**src/rtl/pipe_pkg.sv**
```systemverilog
// Shared definitions for the Execute-stage control slice: condition codes, flag indices, control bundles.
// No logic of its own; constants and types only.
// Not applicable: no flow control lives here.
package pipe_pkg;

    // Condition field values the Execute control treats specially.
    localparam logic [3:0] COND_EQ = 4'b0000;
    localparam logic [3:0] COND_AL = 4'b1110;
    localparam logic [3:0] COND_NV = 4'b1111;

    // Bit positions inside the {N,Z,C,V} flags nibble.
    localparam int FLAG_N = 3;
    localparam int FLAG_Z = 2;
    localparam int FLAG_C = 1;
    localparam int FLAG_V = 0;

    // Bit positions inside the two-bit flag-write enable.
    localparam int FW_NZ = 1;
    localparam int FW_CV = 0;

    // Everything the Execute stage carries for one instruction.
    typedef struct packed {
        logic       valid;
        logic       reg_write;
        logic       mem_write;
        logic       mem_to_reg;
        logic       branch;
        logic       pc_src;
        logic [1:0] flag_write;
        logic [3:0] cond;
        logic [3:0] wa3;
    } ctrl_e_t;

    // Control handed on to the Memory stage, already gated by the condition.
    typedef struct packed {
        logic       reg_write;
        logic       mem_write;
        logic       mem_to_reg;
        logic       pc_src;
        logic [3:0] wa3;
    } ctrl_m_t;

    // An empty Execute slot: nothing enabled, condition "always" so it is harmless.
    localparam ctrl_e_t CTRL_E_BUBBLE = '{
        valid:      1'b0,
        reg_write:  1'b0,
        mem_write:  1'b0,
        mem_to_reg: 1'b0,
        branch:     1'b0,
        pc_src:     1'b0,
        flag_write: 2'b00,
        cond:       COND_AL,
        wa3:        4'd0
    };

    localparam ctrl_m_t CTRL_M_BUBBLE = '0;

    // An instruction executes only if the slot is occupied, its check passed and it is not "never".
    function automatic logic cond_ok(input logic [3:0] cond, input logic valid, input logic cond_ex);
        return (cond == COND_NV) ? 1'b0 : (valid & cond_ex);
    endfunction

endpackage

```
**src/rtl/pipe_flopenrc.sv**
```systemverilog
// Pipeline register with load enable, synchronous clear and asynchronous active-low reset.
// One cycle: q follows d on the rising edge when enabled; clear wins over enable.
// No handshake; the owner stalls it by dropping en.
module pipe_flopenrc #(
    parameter int               WIDTH   = 8,
    parameter logic [WIDTH-1:0] RST_VAL = '0
) (
    input  logic             clk,
    input  logic             reset_n,
    input  logic             en,
    input  logic             clr,
    input  logic [WIDTH-1:0] d,
    output logic [WIDTH-1:0] q
);

    logic [WIDTH-1:0] r_q;

    // Reset and clear both load RST_VAL so a cleared stage looks exactly like a reset one.
    always_ff @(posedge clk or negedge reset_n) begin
        if (!reset_n) begin
            r_q <= RST_VAL;
        end else if (clr) begin
            r_q <= RST_VAL;
        end else if (en) begin
            r_q <= d;
        end
    end

    assign q = r_q;

endmodule

```
**src/rtl/pipe_execute_ctrl.sv**
```systemverilog
// Execute-stage control: D->E capture, condition gating, flags register and E->M hand-off.
// D->E, flags and E->M each one cycle; BranchTakenE is combinational from the E slot.
// StallE holds E and sends a bubble to M; FlushE turns the incoming instruction into a bubble.
module pipe_execute_ctrl
    import pipe_pkg::*;
(
    input  logic       clk,
    input  logic       reset_n,
    input  logic       StallE,
    input  logic       FlushE,
    input  logic       RegWriteD,
    input  logic       MemWriteD,
    input  logic       MemtoRegD,
    input  logic       BranchD,
    input  logic       PCSrcD,
    input  logic [1:0] FlagWriteD,
    input  logic [3:0] CondD,
    input  logic [3:0] WA3D,
    input  logic       CondExE,
    input  logic [3:0] NextFlagsE,
    output logic [3:0] CondE,
    output logic [1:0] FlagWriteE,
    output logic [3:0] FlagsE,
    output logic       ValidE,
    output logic       BranchTakenE,
    output logic       RegWriteM,
    output logic       MemWriteM,
    output logic       MemtoRegM,
    output logic       PCSrcM,
    output logic [3:0] WA3M
);

    ctrl_e_t    w_e_d;
    ctrl_e_t    w_e_q;
    ctrl_m_t    w_m_d;
    ctrl_m_t    w_m_q;
    logic [3:0] w_flags_q;
    logic       w_cond_ok;
    logic       w_flags_en;

    // A captured Decode instruction always occupies the slot.
    assign w_e_d = '{
        valid:      1'b1,
        reg_write:  RegWriteD,
        mem_write:  MemWriteD,
        mem_to_reg: MemtoRegD,
        branch:     BranchD,
        pc_src:     PCSrcD,
        flag_write: FlagWriteD,
        cond:       CondD,
        wa3:        WA3D
    };

    // Flush takes priority over stall, so a flushed slot is a bubble even while stalled.
    pipe_flopenrc #(
        .WIDTH   ($bits(ctrl_e_t)),
        .RST_VAL (CTRL_E_BUBBLE)
    ) u_de_reg (
        .clk     (clk),
        .reset_n (reset_n),
        .en      (~StallE),
        .clr     (FlushE),
        .d       (w_e_d),
        .q       (w_e_q)
    );

    assign w_cond_ok    = cond_ok(w_e_q.cond, w_e_q.valid, CondExE);
    assign BranchTakenE = w_e_q.branch & w_cond_ok;

    // Flags update at the edge that ends the producer's E cycle, once per instruction.
    assign w_flags_en = w_e_q.valid & ~StallE & (w_e_q.cond != COND_NV);

    pipe_flopenrc #(
        .WIDTH   (4),
        .RST_VAL (4'b0000)
    ) u_flags_reg (
        .clk     (clk),
        .reset_n (reset_n),
        .en      (w_flags_en),
        .clr     (1'b0),
        .d       (NextFlagsE),
        .q       (w_flags_q)
    );

    // Side-effecting controls are gated; MemtoReg and the destination pass through untouched.
    assign w_m_d = '{
        reg_write:  w_e_q.reg_write & w_cond_ok,
        mem_write:  w_e_q.mem_write & w_cond_ok,
        mem_to_reg: w_e_q.mem_to_reg,
        pc_src:     w_e_q.pc_src & w_cond_ok,
        wa3:        w_e_q.wa3
    };

    // Stalled cycles hand M a bubble so the held instruction reaches M exactly once.
    pipe_flopenrc #(
        .WIDTH   ($bits(ctrl_m_t)),
        .RST_VAL (CTRL_M_BUBBLE)
    ) u_em_reg (
        .clk     (clk),
        .reset_n (reset_n),
        .en      (1'b1),
        .clr     (StallE),
        .d       (w_m_d),
        .q       (w_m_q)
    );

    assign CondE      = w_e_q.cond;
    assign FlagWriteE = w_e_q.flag_write;
    assign ValidE     = w_e_q.valid;
    assign FlagsE     = w_flags_q;
    assign RegWriteM  = w_m_q.reg_write;
    assign MemWriteM  = w_m_q.mem_write;
    assign MemtoRegM  = w_m_q.mem_to_reg;
    assign PCSrcM     = w_m_q.pc_src;
    assign WA3M       = w_m_q.wa3;

endmodule

```
**config.mk**
```make
export PLATFORM = sky130hd
export DESIGN_NAME = pipe_execute_ctrl
export DESIGN_NICKNAME = d
export VERILOG_FILES = /design/src/rtl/pipe_pkg.sv /design/src/rtl/pipe_flopenrc.sv /design/src/rtl/pipe_execute_ctrl.sv
export SDC_FILE = /design/constraint.sdc
export NUM_CORES = 1
export LEC_CHECK = 0
export ABC_AREA = 0
export CORE_UTILIZATION = 43
export CTS_CLUSTER_SIZE = 16
export DETAILED_ROUTE_END_ITERATION = 8
export PLACE_DENSITY = 0.85
export SLEW_MARGIN = 20
export SYNTH_ARGS = -nofsm -noshare
export SYNTH_HDL_FRONTEND = slang
export SYNTH_HIERARCHICAL = 1
export SYNTH_SLANG_ARGS = --single-unit
```
**constraint.sdc**
```tcl
create_clock -name clk -period 1.4 [get_ports clk]
set_input_delay 0.21 -clock clk [delete_from_list [all_inputs] [get_ports clk]]
set_output_delay 0.21 -clock clk [all_outputs]
set_load 0.01 [all_outputs]
```
==> results.toml <==
[status]
status = "complete, but fails checks"
violations = "negative setup slack"

[timing]
drv_slew = 0
holdWs_ps = 222.0
finalSetupViolCount = 1
finalCritPeriodShare_pct = 106.3
hold_viol = 0
fmax_mhz = 672.2
tns_ps = -87.72
setup_ws_ps = -87.72
min_period_ps = 1488
rsz0062_at_grt = "yes"
skew_ps = 3.193

[clock_tree]
cts_buffers = 3
tritoncts = "built"
clk_path_buf_depth = 2
path_clk_slew_ps = 140
clk_latency_ps = 320
cts_root_buffer = "clkbuf_4"
cts-htree-levels = 1
clock-sinks = 28
cts_hold_buf = 0

[synth]
yosys_warnings = 6
synth_area_sq_um = 1217
synth_cell_types = 16
synth.area.top_cells = "dfrtp_1 (51%), mux2i_1 (21%), nor2_1 (7.7%), dfstp_2 (6.5%), and3_1 (2.6%)"
avgSynthCellArea_sq_um = 12.05
synth_top_cell_by_area = "dfrtp_1"
synth_seq_cells = 28
synth_top_area_share_pct = 51.39
seq_area_frac_synth_pct = 57.86
synthCells = 101

[route]
wl_microns = 2738
vias = 927
drtIter0Drc = 4
wl_per_cell_microns = 14.56
ant_nets = 0
dr.pass1.iters = 4
route.detailed.drc = 0
viasPerCell = 4.931

[critical_path]
worstPathArrival_ps = 1280
cpPeakStageDelay_ps = 580
crit_required_ps = 1190
critPathCaptureType = "primary output"
rrSetupSlack_ps = 30
reg2reg_from = "u_de_reg/q[4]$_DFFE_PN0P_"
crit_chain = "nand4_4, and3_1, buf_2"
timing.rr.end = "u_flags_reg/q[0]$_DFFE_PN0P_"
slowest_stage = "dfstp_2"
rr_worst_depth = 6
critPathMaxFanout = 2
worstSetupPathType = "reg -> out"
start_kind = "flip-flop"
cp-startpoint = "u_de_reg/q[5]$_DFFE_PN1P_"

[placement]
io_buffer_count = 43
place.gp.congestion = 0.6954
hpwl_microns = 2104
dp_slack_ps = -324.2
placedInstanceArea_sq_um = 1728

[layout]
antenna_cells = 0
area_growth_pct = 43.88
register_area_sq_um = 704.4
fillers = 218
nets = 183
drive_gt1_share_pct = 16.46
stdcell_area_sq_um = 1752
multiInputGateArea_sq_um = 478.0

[die]
placementRows = 18
die_w_microns = 55.21
dieArea_sq_um = 3048
floorplan.initialDensity_pct = 47.42
coreArea_sq_um = 2567
ioPinCount = 44
dieHeight_microns = 55.21

[power_and_ir_drop]
p_per_area_nw_per_um2 = 836.5
fin_total_pwr_w = 0.001465
power.leakage_nw = 0.9305
ir_drop_mv = 0.6173

[global_routing]
grtUsageTotal_pct = 18.85
grt_antenna_before_repair = 0
grt_max_degree = 29
grt-ovfl-total = 0
grt_pass1_wl_microns = 4464
grt_pass1_vias = 971

[run]
max_cap_violations = 0

[hold_path]
hp-class = "in -> async"
-- power breakdown --
group / leakage, nW / switching, W / internal (W)
clock: 0.0150 / 0.000223 / 0.000111
sequential: 0.370 / 0.0000227 / 0.000849
combinational: 0.545 / 0.000111 / 0.000149
total: 0.931 / 0.000357 / 0.00111
-- worst max-delay path by stage --
stage	to	slack, ps	cells past startpoint
floorplan	u_flags_reg/q[0]$_DFFE_PN0P_	100	5
detailed placement	BranchTakenE	-320	4
global route	BranchTakenE	-150	3
CTS	BranchTakenE	-100	3
global placement	BranchTakenE	-310	4
finish	BranchTakenE	-90	3
-- metal layers --
metal	vias up	GRT usage, %	wire (microns)
li1	442	-	-
met1	458	20.78	1077
met2	23	34.94	1519
met3	4	3.279	100
met4	0	8.571	40
met5	-	0	0
-- placed cells by master (no fill, tap or decap) --
master / synthesis / routed
nand4_4: 0 / 1
buf_4: 0 / 12
buf_12: 1 / 1
buf_2: 1 / 4
conb_1: 2 / 6
mux2i_1: 25 / 25
clkbuf_4: 0 / 3
nor2_1: 25 / 25
and3_1: 5 / 4
dlygate4sd2_1: 0 / 15
clkdlybuf4s50_1: 0 / 23
clkdlybuf4s15_1: 0 / 1
and3_4: 0 / 1
clkbuf_1: 0 / 1
and2_4: 1 / 1
dfstp_2: 3 / 3
nor2b_1: 3 / 3
dfrtp_1: 25 / 25
inv_1: 1 / 1
a211o_1: 3 / 3
-- logic make-up (layout without fill, tap and decap cells) --
kind of cell,count (synthesis),count (layout),share of synthesized area [%]
buf+inv,8,61,5.241
simple gates,35,35,13.57
mux,25,25,20.55
other cells,2,6,0.6169
flops,28,28,57.86
compound gates,3,3,2.159
-- sequential cells by signal (all words and copies together), names as in the netlist --
register,cells
u_flags_reg/q,4
u_de_reg/q,16
u_em_reg/q,8
-- final cells by class --
class,count,area share (%)
Clock buffer,4,1.500
Timing Repair Buffer,56,28.64
Tap cell,30,2.143
Multi-Input combinational cell,69,27.29
Sequential cell,28,40.21
Inverter,1,0.2143
-- metrics by stage --
step	utilization, %	std cells
floorplan	-	105
global placement	67.30	181
detailed placement	67.30	181
CTS	67.84	188
global route	68.23	188
finish	68.23	188
-- repair_timing --
action | in CTS | in global routing
cloned | 0 | 0
endpoints found under the setup margin | 24 | 2
hold endpoints to repair | 0 | 0
pin swaps | 2 | 0
buffers inserted | 3 | 0
gates resized for setup | 34 | 2
-- worst max-delay path: cells and delay by family (launching register included) --
family        cells  cell delay [ps]
flops             1              580
buf+inv           1              140
simple gates      2              250
-- cell usage after synthesis --
library cell  number
a211o_1            3
and2_4             1
and3_1             5
buf_1              2
buf_12             1
buf_2              1
buf_6              2
clkbuf_2           1
conb_1             2
dfrtp_1           25
dfstp_2            3
inv_1              1
mux2i_1           25
nand4_2            1
nor2_1            25
nor2b_1            3
(Power assumes the default switching activity.)
